<file path="config.mk">
export PLATFORM = sky130hd
export DESIGN_NAME = regfile_write_arbiter
export DESIGN_NICKNAME = d
export VERILOG_FILES = /design/src/rtl/regfile_write_arbiter.sv
export SDC_FILE = /design/constraint.sdc
export NUM_CORES = 1
export LEC_CHECK = 0
export BUFFER_PORTS_ARGS = -buffer_cell sky130_fd_sc_hd__buf_2
export CORE_MARGIN = 1
export CORE_UTILIZATION = 53
export DETAILED_ROUTE_END_ITERATION = 12
export GPL_TIMING_DRIVEN = 1
export PLACE_DENSITY = 0.85
export SLEW_MARGIN = 20
export SYNTH_ARGS = -nofsm -noshare
export SYNTH_HDL_FRONTEND = slang
export SYNTH_SLANG_ARGS = --single-unit
</file>
<file path="constraint.sdc">
create_clock -name clk -period 2 [get_ports clk]
set_clock_uncertainty 0.1 [all_clocks]
set_input_delay 0.4 -clock clk [delete_from_list [all_inputs] [get_ports clk]]
set_output_delay 0.4 -clock clk [all_outputs]
set_load 0.01 [all_outputs]
</file>
<file path="src/rtl/regfile_write_arbiter.sv">
// Register file write-port owner: zero-fills registers after reset,
// then round-robin arbitrates ALU and load writebacks.
module regfile_write_arbiter #(
  parameter int registerFileAdressBits = 3,
  parameter int numRegisters = 8,
  parameter int registerDataWidth = 16
) (
  input  logic clk,
  input  logic clearN,
  input  logic aluValid,
  output logic aluReady,
  input  logic [registerFileAdressBits-1:0] aluReg,
  input  logic [registerDataWidth-1:0] aluData,
  input  logic memValid,
  output logic memReady,
  input  logic [registerFileAdressBits-1:0] memReg,
  input  logic [registerDataWidth-1:0] memData,
  output logic [registerFileAdressBits-1:0] writeReg,
  output logic [registerDataWidth-1:0] writeData,
  output logic regWrite,
  output logic initDone,
  output logic [numRegisters-1:0] pendingMask
);

  localparam int AW = registerFileAdressBits;
  localparam int DW = registerDataWidth;
  localparam logic [AW-1:0] LAST_PTR = AW'(numRegisters - 1);
  localparam logic ST_INIT = 1'b0;
  localparam logic ST_RUN = 1'b1;

  logic state_q, state_d;
  logic [AW-1:0] initPtr_q, initPtr_d;
  logic regWrite_q, regWrite_d;
  logic [AW-1:0] writeReg_q, writeReg_d;
  logic [DW-1:0] writeData_q, writeData_d;
  logic initDone_q, initDone_d;
  logic lastMem_q, lastMem_d;
  logic aluFull_q, aluFull_d;
  logic [AW-1:0] aluReg_q, aluReg_d;
  logic [DW-1:0] aluData_q, aluData_d;
  logic memFull_q, memFull_d;
  logic [AW-1:0] memReg_q, memReg_d;
  logic [DW-1:0] memData_q, memData_d;

  logic run;
  logic grantA, grantM;
  logic aluLoad, memLoad;

  // Grants depend only on buffered state, never on the valid inputs.
  always_comb begin
    run = initDone_q;
    grantA = run && aluFull_q && (!memFull_q || lastMem_q);
    grantM = run && memFull_q && (!aluFull_q || !lastMem_q);
    aluReady = run && (!aluFull_q || grantA);
    memReady = run && (!memFull_q || grantM);
    aluLoad = aluValid && aluReady && (aluReg != '0);
    memLoad = memValid && memReady && (memReg != '0);
  end

  // Hazard mask: buffered destinations plus the write on the port.
  always_comb begin
    pendingMask = '0;
    if (run) begin
      if (aluFull_q) pendingMask[aluReg_q] = 1'b1;
      if (memFull_q) pendingMask[memReg_q] = 1'b1;
      if (regWrite_q) pendingMask[writeReg_q] = 1'b1;
    end
  end

  // Next state: zero-fill sequencing, then grant and buffer updates.
  always_comb begin
    state_d = state_q;
    initPtr_d = initPtr_q;
    regWrite_d = 1'b0;
    writeReg_d = writeReg_q;
    writeData_d = writeData_q;
    initDone_d = initDone_q;
    lastMem_d = lastMem_q;
    aluFull_d = aluFull_q;
    aluReg_d = aluReg_q;
    aluData_d = aluData_q;
    memFull_d = memFull_q;
    memReg_d = memReg_q;
    memData_d = memData_q;
    if (state_q == ST_INIT) begin
      regWrite_d = 1'b1;
      writeReg_d = initPtr_q;
      writeData_d = '0;
      initPtr_d = initPtr_q + 1'b1;
      if (initPtr_q == LAST_PTR) state_d = ST_RUN;
    end else begin
      initDone_d = 1'b1;
      if (grantA) begin
        regWrite_d = 1'b1;
        writeReg_d = aluReg_q;
        writeData_d = aluData_q;
        aluFull_d = 1'b0;
        lastMem_d = 1'b0;
      end else if (grantM) begin
        regWrite_d = 1'b1;
        writeReg_d = memReg_q;
        writeData_d = memData_q;
        memFull_d = 1'b0;
        lastMem_d = 1'b1;
      end
      if (aluLoad) begin
        aluFull_d = 1'b1;
        aluReg_d = aluReg;
        aluData_d = aluData;
      end
      if (memLoad) begin
        memFull_d = 1'b1;
        memReg_d = memReg;
        memData_d = memData;
      end
    end
  end

  // State registers; reset drops buffers and restarts the zero-fill.
  always_ff @(posedge clk or negedge clearN) begin
    if (!clearN) begin
      state_q <= ST_INIT;
      initPtr_q <= AW'(1);
      regWrite_q <= 1'b0;
      writeReg_q <= '0;
      writeData_q <= '0;
      initDone_q <= 1'b0;
      lastMem_q <= 1'b1;
      aluFull_q <= 1'b0;
      aluReg_q <= '0;
      aluData_q <= '0;
      memFull_q <= 1'b0;
      memReg_q <= '0;
      memData_q <= '0;
    end else begin
      state_q <= state_d;
      initPtr_q <= initPtr_d;
      regWrite_q <= regWrite_d;
      writeReg_q <= writeReg_d;
      writeData_q <= writeData_d;
      initDone_q <= initDone_d;
      lastMem_q <= lastMem_d;
      aluFull_q <= aluFull_d;
      aluReg_q <= aluReg_d;
      aluData_q <= aluData_d;
      memFull_q <= memFull_d;
      memReg_q <= memReg_d;
      memData_q <= memData_d;
    end
  end

  assign regWrite = regWrite_q;
  assign writeReg = writeReg_q;
  assign writeData = writeData_q;
  assign initDone = initDone_q;

endmodule
</file>
==> results.sh <==
export IMPL_worst_slew_pin_slew_ns=0.453
export IMPL_diodes=0
export IMPL_drt_wl_total_um=8050
export IMPL_p_clk_frac=0.172
export IMPL_pwr_share_comb=0.469
export IMPL_syn_avg_cell_area_sq_um=11.7
export IMPL_internal_power_mw=4.19
export IMPL_grt_pass1_wl_um=11700
export IMPL_die_y_um=78.7
export IMPL_core_area_sq_um=5570
export IMPL_leakage_nw=2.01
export IMPL_crit_fanout=10
export IMPL_io_pins=73
export IMPL_grt_usage=0.253
export IMPL_clkLatencyLatePin_ns=0.35
export IMPL_wl_per_cell_um=18.3
export IMPL_clockBufferDepth=2
export IMPL_grt_pass1_vias=2455
export IMPL_hold_path_class="in -> reg"
export IMPL_yosysWarnings=0
export IMPL_pwr_share_seq=0.360
export IMPL_drcViolationCount=0
export IMPL_fin_ws_ns=-0.0599
export IMPL_antenna_found_initial=0
export IMPL_status="finished with violations"
export IMPL_setup_viol=15
export IMPL_critPathCaptureType="flop"
export IMPL_grt_max_degree=67
export IMPL_slew_headroom=0.696
export IMPL_portBuffers=72
export IMPL_gr_total_overflow=0
export IMPL_cts_tree="built"
export IMPL_fmax_mhz=485
export IMPL_layout_cells_most_common_list="buf_2 (71), dfrtp_1 (59), mux2_4 (31), nand2_1 (24), buf_4 (22)"
export IMPL_syn_inst=267
export IMPL_drt_iter0_markers=217
export IMPL_ir_drop_uv=911
export IMPL_grt_setup_unrepaired="true"
export IMPL_synth_cell_types=41
export IMPL_drv_slew=0
export IMPL_period_share=1.03
export IMPL_place_gp_congestion=0.875
export IMPL_final_common_cell="buf_2"
export IMPL_drive_gt1_frac=0.508
export IMPL_crit_path_start_kind="flop"
export IMPL_ant_nets=0
export IMPL_nets=407
export IMPL_start_util=0.559
export IMPL_synth_area_sq_um=3120
export IMPL_finalCriticalPeriod_ns=2.06
export IMPL_via_per_inst=5.56
export IMPL_crit_arrival_ns=2.20
export IMPL_vias=2445
export IMPL_worstSetupPathType="reg -> reg"
export IMPL_firstDrtPassIters=4
export IMPL_ys_seq_area_frac=0.531
export IMPL_failed_checks="setup timing"
export IMPL_root_buffer="clkbuf_8"
export IMPL_hold_violations=0
export IMPL_pre_cts_ws_ns=0.175
export IMPL_area_growth_pct=34.4
export IMPL_place_hpwl_um=4670
export IMPL_clock_sinks=66
export IMPL_htreeDepth=3
export IMPL_synth_nets=311
export IMPL_cap_violations=0
export IMPL_cp_required_ns=2.14
export IMPL_switchingPower_mw=2.45
export IMPL_num_rows=27
export IMPL_power_density_nw_per_um2=1590
export IMPL_clkTransAtPathRegs_ns=0.07
export IMPL_die_area_sq_um=6190
export IMPL_ys_ff_latch=66
export IMPL_die_w_um=78.7
export IMPL_switching_share=0.368
export IMPL_tns_ns=-0.660
export IMPL_cts_made_buffers=9
[power groups by stage]
stage / Clock (mW) / Combinational [mW] / Sequential, mW
finish: 1.14 / 3.11 / 2.39
global placement: 0 / 2.35 / 2.32
global route: 1.21 / 3.36 / 2.45
floorplan: 0 / 1.73 / 2.26
CTS: 1.15 / 2.56 / 2.32
detailed placement: 0 / 2.44 / 2.35
[worst max-delay path, cell delays in order (launching register included)]
cell and delay [ns]:
dfrtp_2 0.42, buf_6 0.13, buf_8 0.12, nand2_4 0.06, o2111a_1 0.23, o31a_1 0.33
clkbuf_16 0.25, mux2_4 0.30
[kinds of logic (layout without fill, tap and decap cells)]
kind of cell / count (synthesis) / count (layout) / share of synthesized area
adder cells (fa/ha/maj): 2 / 2 / 0.00803
XOR/XNOR: 1 / 1 / 0.00281
flip-flops: 66 / 66 / 0.531
buffers and inverters: 27 / 128 / 0.0502
AO/OA/AOI/OAI: 35 / 35 / 0.0711
AND/OR/NAND/NOR: 81 / 81 / 0.134
multiplexers: 55 / 55 / 0.204
[synth_stat cells (all sizes together)]
cell type  count  area [sq um]
and2           2          13.8
nand3          3          20.0
o31a           3          27.5
inv            6          22.5
nor2          14          52.6
mux2i         18           180
nor3          12          60.1
nor3b         12          90.1
and3           1          6.26
clkinv         1          3.75
a22o           2          20.0
nand2         27           101
buf           13           103
and2b          1          7.51
dfstp          2          52.6
o2111a         1          11.3
a21oi          2          10.0
o31ai          1          7.51
and4           1          11.3
o22ai          2          12.5
o21ai         20           100
clkbuf         7          27.5
a21o           1          7.51
or2            2          12.5
dfrtp         64          1600
xnor2          1          8.76
nand2b         3          18.8
or2b           1          7.51
nand3b         2          15.0
mux2          37           454
ha             2          25.0
o221ai         2          17.5
o211ai         1          7.51
[what timing repair did]
action                                  in CTS  in global routing
pin swaps                                    2                  5
endpoints found under the setup margin       8                 55
hold buffers                                 1                  0
buffers inserted                             3                 15
cloned                                       0                  3
hold endpoints to repair                    64                  0
resized for setup                           10                 41
[layout make-up]
cell class	instances	area, sq um
tap	72	90.1
clock inverter	6	66.3
multi-input combinational	174	1470
timing repair buffer	105	734
fill	349	1390
sequential	66	1660
clock buffer	10	138
inverter	7	30.0
[worst paths after layout]
| kind | startpoint | to | slack (ns) | depth (start not counted) |
|---|---|---|---|---|
| setup / recovery | memFull_q$_DFFE_PN0P_ | aluData_q[13]$_DFFE_PN0P_ | -0.06 | 7 |
| hold / removal | memData[7] | memData_q[7]$_DFFE_PN0P_ | 0.17 | 2 |
| setup reg to reg | memFull_q$_DFFE_PN0P_ | aluData_q[13]$_DFFE_PN0P_ | -0.06 | 7 |
| hold reg to reg | writeData[8]$_DFFE_PN0P_ | writeData[8]$_DFFE_PN0P_ | 0.38 | 2 |
| max in group asynchronous | clearN | initPtr_q[0]$_DFFE_PN1N_ | 0.99 | 3 |
| min in group asynchronous | clearN | memData_q[10]$_DFFE_PN0P_ | 0.48 | 3 |
[through the flow]
stage	hold slack (ns)	cells	power (mW)	cell area, sq um	utilization
2_1_floorplan	0.00441	267	3.99	3120	-
3_3_place_gp	0.335	402	4.68	3570	0.640
3_5_place_dp	0.344	402	4.79	3570	0.640
4_1_cts	0.164	422	6.03	3840	0.690
5_1_grt	0.167	440	7.01	4190	0.751
6_report	0.171	440	6.64	4190	0.751
[flip-flops by register name, indices dropped and copies added, names as in the netlist]
register,count
aluData_q,16
aluReg_q,3
aluFull_q,1
initPtr_q,3
lastMem_q,1
regWrite,1
memFull_q,1
memData_q,16
state_q,1
writeReg,3
memReg_q,3
initDone,1
writeData,16
[metal layers]
metal	GRT usage	wire [um]	part of all wire
met2	0.420	4070	0.51
met3	0.0651	399	0.050
met4	0.107	179	0.022
met5	0	0	0
met1	0.310	3390	0.42
No activity file was read; power rests on OpenSTA's default activity.
